===== src/rtl/fetch_unit.sv =====
// Fetch front end: owns the fetch PC, issues one-word I-cache reads and queues {pc, inst}
// pairs for rename/dispatch. A redirect flushes the queue and drops any in-flight response.
module fetch_unit #(
  parameter int unsigned DEPTH    = 16,
  parameter logic [31:0] RESET_PC = 32'h1eceb000
) (
  input  logic                     clk,
  input  logic                     rst,
  output logic [31:0]              imem_addr,
  output logic [3:0]               imem_rmask,
  input  logic [31:0]              imem_rdata,
  input  logic                     imem_resp,
  input  logic                     redirect_valid,
  input  logic [31:0]              redirect_pc,
  output logic                     out_valid,
  input  logic                     out_ready,
  output logic [31:0]              out_inst,
  output logic [31:0]              out_pc,
  output logic [$clog2(DEPTH):0]   out_count
);

  localparam int unsigned PTR_W = $clog2(DEPTH);
  localparam int unsigned CNT_W = PTR_W + 1;
  localparam logic [CNT_W-1:0] FULL = CNT_W'(DEPTH);

  typedef enum logic [1:0] {IDLE, WAIT, DROP} state_e;

  typedef struct packed {
    logic [31:0] pc;
    logic [31:0] inst;
  } entry_t;

  state_e             state_q, state_d;
  logic [31:0]        fetch_pc_q, fetch_pc_d;
  logic [PTR_W-1:0]   head_q, head_d;
  logic [PTR_W-1:0]   tail_q, tail_d;
  logic [CNT_W-1:0]   count_q, count_d;
  entry_t             mem_q [DEPTH];

  logic issue;
  logic enq;
  logic deq;

  // Issuing only below FULL guarantees the single outstanding response always has a slot.
  assign issue = (state_q == IDLE) && !rst && !redirect_valid && (count_q < FULL);
  assign enq   = (state_q == WAIT) && imem_resp && !redirect_valid;
  assign deq   = out_valid && out_ready && !redirect_valid;

  // NOTE: every signal driven here gets its default first, so no path leaves one unassigned (no latches).
  always_comb begin
    state_d    = state_q;
    fetch_pc_d = fetch_pc_q;
    head_d     = head_q;
    tail_d     = tail_q;
    count_d    = count_q;

    if (redirect_valid) begin
      fetch_pc_d = redirect_pc & ~32'd3;
      head_d     = '0;
      tail_d     = '0;
      count_d    = '0;
      unique case (state_q)
        // A response arriving with the redirect retires the stale request immediately.
        WAIT, DROP: state_d = imem_resp ? IDLE : DROP;
        default:    state_d = IDLE;
      endcase
    end else begin
      unique case (state_q)
        IDLE: if (issue) state_d = WAIT;
        WAIT: if (imem_resp) begin
          state_d    = IDLE;
          fetch_pc_d = fetch_pc_q + 32'd4;
        end
        DROP: if (imem_resp) state_d = IDLE;
        default: state_d = IDLE;
      endcase
      if (enq) tail_d = tail_q + PTR_W'(1);
      if (deq) head_d = head_q + PTR_W'(1);
      count_d = count_q + CNT_W'(enq) - CNT_W'(deq);
    end
  end

  // NOTE: state registers use non-blocking assignments so every flop samples pre-edge values.
  always_ff @(posedge clk) begin
    if (rst) begin
      state_q    <= IDLE;
      fetch_pc_q <= RESET_PC;
      head_q     <= '0;
      tail_q     <= '0;
      count_q    <= '0;
    end else begin
      state_q    <= state_d;
      fetch_pc_q <= fetch_pc_d;
      head_q     <= head_d;
      tail_q     <= tail_d;
      count_q    <= count_d;
    end
  end

  // NOTE: queue storage is deliberately not reset; count and pointers define which entries are valid.
  always_ff @(posedge clk) begin
    if (enq) mem_q[tail_q] <= '{pc: fetch_pc_q, inst: imem_rdata};
  end

  assign imem_addr  = fetch_pc_q;
  assign imem_rmask = issue ? 4'hF : 4'h0;
  assign out_valid  = (count_q != '0);
  assign out_count  = count_q;
  assign out_pc     = mem_q[head_q].pc;
  assign out_inst   = mem_q[head_q].inst;

endmodule


===== config.mk =====
export PLATFORM = sky130hd
export DESIGN_NAME = fetch_unit
export DESIGN_NICKNAME = d
export VERILOG_FILES = /design/src/rtl/fetch_unit.sv
export SDC_FILE = /design/constraint.sdc
export NUM_CORES = 1
export LEC_CHECK = 0
export CAP_MARGIN = 30
export CORE_UTILIZATION = 50
export CTS_BUF_LIST = sky130_fd_sc_hd__clkbuf_8
export CTS_CLUSTER_DIAMETER = 40
export DETAILED_ROUTE_END_ITERATION = 10
export PLACE_DENSITY_LB_ADDON = 0.08
export SKIP_CTS_REPAIR_TIMING = 1
export SYNTH_ARGS = -nofsm -noshare
export SYNTH_HDL_FRONTEND = slang
export SYNTH_SLANG_ARGS = --single-unit

===== constraint.sdc =====
create_clock -name clk -period 9.4 [get_ports clk]
set_input_delay 2.35 -clock clk [delete_from_list [all_inputs] [get_ports clk]]
set_output_delay 2.35 -clock clk [all_outputs]
set_load 0.05 [all_outputs]

Word level (Yosys, flattened, before mapping). Memories as Yosys holds them, arrays and structs flattened. A register that Yosys moved wholly into a read port is not among the register bits. Cells that the tools add are included.

Output and inout bits: 106. RAM bits: 1024. Bits of input ports: 69. Word-level logic and storage cells: 49. Register bits: 47. Memories kept: 1.

Add/subtract/negate cells: 5. Equality and inequality tests: 4. Order comparisons: 1. Reduce and logical (&&, ||, !) cells: 18. Mux-type cells: 14.

Memory list: mem_q (depth 16, width 64, rd ports 1, clocked after Yosys merged registers in 1, wr ports 1, line 38) `entry_t mem_q [DEPTH];`.

Operators with widths (number): 32-bit 2-to-1 mux (3); 32-bit by 3-bit adder with 32-bit output, second input constant (1); 4-bit 2-to-1 mux (3); 2-bit 2-to-1 mux (5); 4-bit by 1-bit adder with 4-bit output, second input constant (2); 1-bit logical AND (7); 2-bit AND reduction (3); 5-bit by 1-bit adder with 5-bit output (1); 5-bit less-than comparator, second input constant (1); 5-bit nonzero test (1); 5-bit by 1-bit subtractor with 5-bit output (1); 2-bit case mux with 2 select lines (1); 2-bit nonzero test (2); 2-bit OR reduction (2); 3-bit by 1-bit != test with 1-bit output, second input constant (1); 3-bit != test, second input constant (1); 2-bit by 1-bit == test with 1-bit output, second input constant (1); 2-bit == test, second input constant (1); 1-bit logical NOT (2); 2-bit logical NOT (1); 1-bit 2-to-1 mux (2).

Depth between registers and ports, before layout.
Depth after elaboration: 7. Mapped depth: 13. Mapped depth without buffers: 13.

Worst setup path before layout. Ideal clock, no wire load.

Path type: in2reg. Start: input imem_resp. End: memory mem_q[3][0] (netlist bit) (enable). Buffers on the path: 2. Setup time: 0.558 ns. Setup slack: 1.604 ns. Arrival time: 7.238 ns. Data required time: 8.842 ns. Stages on the path: 5. Cells stage by stage: clkbuf_2 and3b_1 clkbuf_1 nand2_1 nor3_1.

Longest elaborated chain between the ends: 4.

Ends and longest elaborated chain: start, declared (line 12) `input logic imem_resp,`; 1-bit logical AND (2 in a row) (line 46) `assign enq = (state_q == WAIT) && imem_resp && !redirect_valid;`; 1-bit 2-to-1 mux (line 102) `if (enq) mem_q[tail_q] <= '{pc: fetch_pc_q, inst: imem_rdata};`; 1-bit 2-to-1 mux (not written as such) (line 102); end, declared (line 38).

No other way between the ends.

Final worst setup path.
Start: input redirect_valid. End: output imem_rmask[1].

Longest elaborated chain between the ends: 4.

Ends and longest elaborated chain: start, declared (line 13) `input logic redirect_valid,`; 1-bit logical NOT (line 45) `assign issue = (state_q == IDLE) && !rst && !redirect_valid && (count_q < FULL);`; 1-bit logical AND (2 in a row) (line 45); 4-bit 2-to-1 mux (line 106) `assign imem_rmask = issue ? 4'hF : 4'h0;`; end, declared (line 10) `output logic [3:0] imem_rmask,`.

No other way between the ends.

==> run summary <==
# IOs: 175
relative slew slack: 22.3%
Starting Density: 50.6%
top cell type's share of synthesized area: 74.4%
Max Clock Skew: 0.0291 ns
largest area contributor in the netlist: edfxtp_1
Post-Syn Area per Cell: 23.1 um2
Hold Path Depth: 2
area of the core: 79,100 um2
setup violators final: 0
CTS H-tree depth: 4
final worst slack: 2.18 ns
Worst Max-Slew Pin Slew: 1.17 ns
EDFF count, synth: 992
routability cong.: 0.788
min Tclk post-route: 7.22 ns
synth unique cells: 55
share of cells above drive strength 1: 27.6%
Vias: 19,000
worst skew pair latency: 0.79 ns
final WL: 90.1 mm
mux share of post-synthesis cell area: 17.4%
# DRC: 0
worst min-delay path class: flop to flop
wire per inst: 28.0 um
Tot GR Track Use: 22.7%
type of origin of the critical path: input pin
Worst setup EP type: primary output
clk sinks: 1,041
post-synthesis compound-gate area fraction: 1.17%
synth-to-layout area growth: 15.5%
Num CTS Buffers: 168
Synth Instances: 1,734
Max Transition Viols Final: 0
die width: 285 um
top_reg_cell synth: edfxtp_1
register area share after synthesis: 76.8%
slowest stage cell, crit path: clkdlybuf4s50_1
FP Rows: 103
nets: 2,117
fin crit share: 76.8%
Root Driver: clkbuf_8
floorplan die height: 285 um
fin cells: 3,217
first-pass GRT wire length: 133 mm
Worst R2R End: mem_q[9][19]
Yosys Warn Count: 0
number of port buffers: 168
largest cells by area after synthesis: edfxtp_1 74%, mux4_2 17%, dfxtp_1 2.4%, buf_4 0.54%, ha_1 0.44%
mapped cell area: 40,000 um2
post-synthesis xor/xnor area fraction: 0.372%
cell repeated most along the worst path: clkdlybuf4s50_1
number of nets with antenna violations after routing: 0
drt pass-1 iters: 7
ys async rst share: 0%
post-DP HPWL: 46.4 mm
max cap viols: 0
crit path kind: input pin to primary output
Crit path required time: 7.05 ns
CTS tree: built
setup TNS: 0 ns
vias per cell: 5.92
Leak Pwr: 0.0143 uW
Max VDD drop: 114 uV
Max Fclk: 139 MHz
CP max stage delay: 0.89 ns
Adder-Cell Fraction of Synth Area: 0.487%
Die Area: 81,200 um2
Worst Hold Launch: head_q[3]
largest family of logic cells by synthesized area: multiplexers
setup slack on the worst flop-to-flop path: 6.04 ns
RSZ-0062 raised after global routing: no
flip-flop and latch count after synthesis: 1,041
Final Power: 9110 uW
initial antenna violation count: 1
dpl cells: 2,913
vias in the first global route: 20,500
CP Max Fanout: 31
Crit path arrival time: 4.87 ns
CP cell instances: clkdlybuf4s50_1 > buf_4 > or2_2 > nor3b_1 > clkdlybuf4s50_1
largest net degree at the start of global routing: 165
Final Hold Viols: 0
Reg clk slew, reported paths: 0.05 ns
Remaining Overflow, GRT: 0
status: finished clean
reg2reg path depth: 7
simple-gate share of the synthesized area: 2.20%
PwrDens: 197 nW/um2
dpl ws: 2.20 ns
Final Util: 58.4%
Max clock buf depth: 3
1st-iter DRT viols: 1,676
worst r2r src: state_q[1]
-- layer usage --
layer | routed length, um | GRT usage (%) | share of wire, %
met1 | 38600 | 31.2 | 43
met2 | 45500 | 37.4 | 51
met3 | 4330 | 4.26 | 4.8
met4 | 1570 | 6.74 | 1.7
met5 | 0 | 0 | 0
-- power breakdown --
group | switching [uW] | internal [uW]
combinational | 270 | 196
sequential | 54.2 | 5110
clock | 1730 | 1760
-- worst max-delay path, delay by kind of cell --
family	cells	cell delay, ns
and+or+nand+nor	2	0.98
buffers and inverters	3	1.53
-- registers in the layout, summed over array words and instances (netlist names), named ones only --
| name | cells |
|---|---|
| head_q | 4 |
| imem_addr | 30 |
| mem_q | 992 |
| out_count | 5 |
| state_q | 2 |
| tail_q | 4 |
-- final cells by class --
class / instances / area, um2
antenna: 1 / 2.50
sequential: 1041 / 30800
timing repair buffer: 224 / 2260
multi-input combinational: 579 / 8800
tap: 1050 / 1310
clock buffer: 171 / 2350
fill: 5864 / 32900
inverter: 19 / 71.3
clock inverter: 132 / 649
-- layout by cell type, fill, tap and decap left out, drive strengths merged, types with 14 or more instances in the layout --
cell	Yosys	final
dfxtp	49	49
ha	14	14
nor2	44	44
buf	61	56
clkdlybuf4s50	0	168
clkinv	0	44
nor3	22	22
mux4	310	310
nand2	32	32
inv	19	101
clkbuf	37	171
edfxtp	992	992
-- cell families after synthesis --
family,after synthesis
mux,310
xor+xnor,17
fa+ha+maj,15
flops,1041
buf+inv,117
other cells,1
simple gates,168
compound gates,65
-- per-stage QoR --
step                      hold slack, ns  area [um2]
after floorplan                    0.455       40100
after global placement             0.470       43100
after detailed placement           0.466       43200
after CTS                          0.479       46200
after global routing               0.516       46200
final                              0.487       46200
-- cell usage after synthesis, types with 6 or more instances --
cell type and instances:
a211oi_1 13, a21oi_1 8, a311oi_1 8, a31oi_1 8, and3_1 6, and4_1 6
buf_1 19, buf_2 8, buf_4 29, clkbuf_1 36, dfxtp_1 49, edfxtp_1 992
ha_1 14, inv_1 19, mux4_2 310, nand2_1 32, nand3_1 13, nand4_1 11
nor2_1 44, nor3_1 22, nor4_1 8, o21ai_0 7, xnor2_1 9, xor2_1 8
-- how the worst max path moves through the flow --
stage,from,endpoint,slack [ns],cells after the start
global placement,rst,imem_rmask[3],2.20,5
detailed placement,redirect_valid,imem_rmask[3],2.20,5
global route,redirect_valid,imem_rmask[1],2.06,5
finish,redirect_valid,imem_rmask[1],2.18,5
CTS,redirect_valid,imem_rmask[3],2.19,5
floorplan,imem_resp,mem_q[3][0],1.60,5
Power figures use the tool's default switching activity.
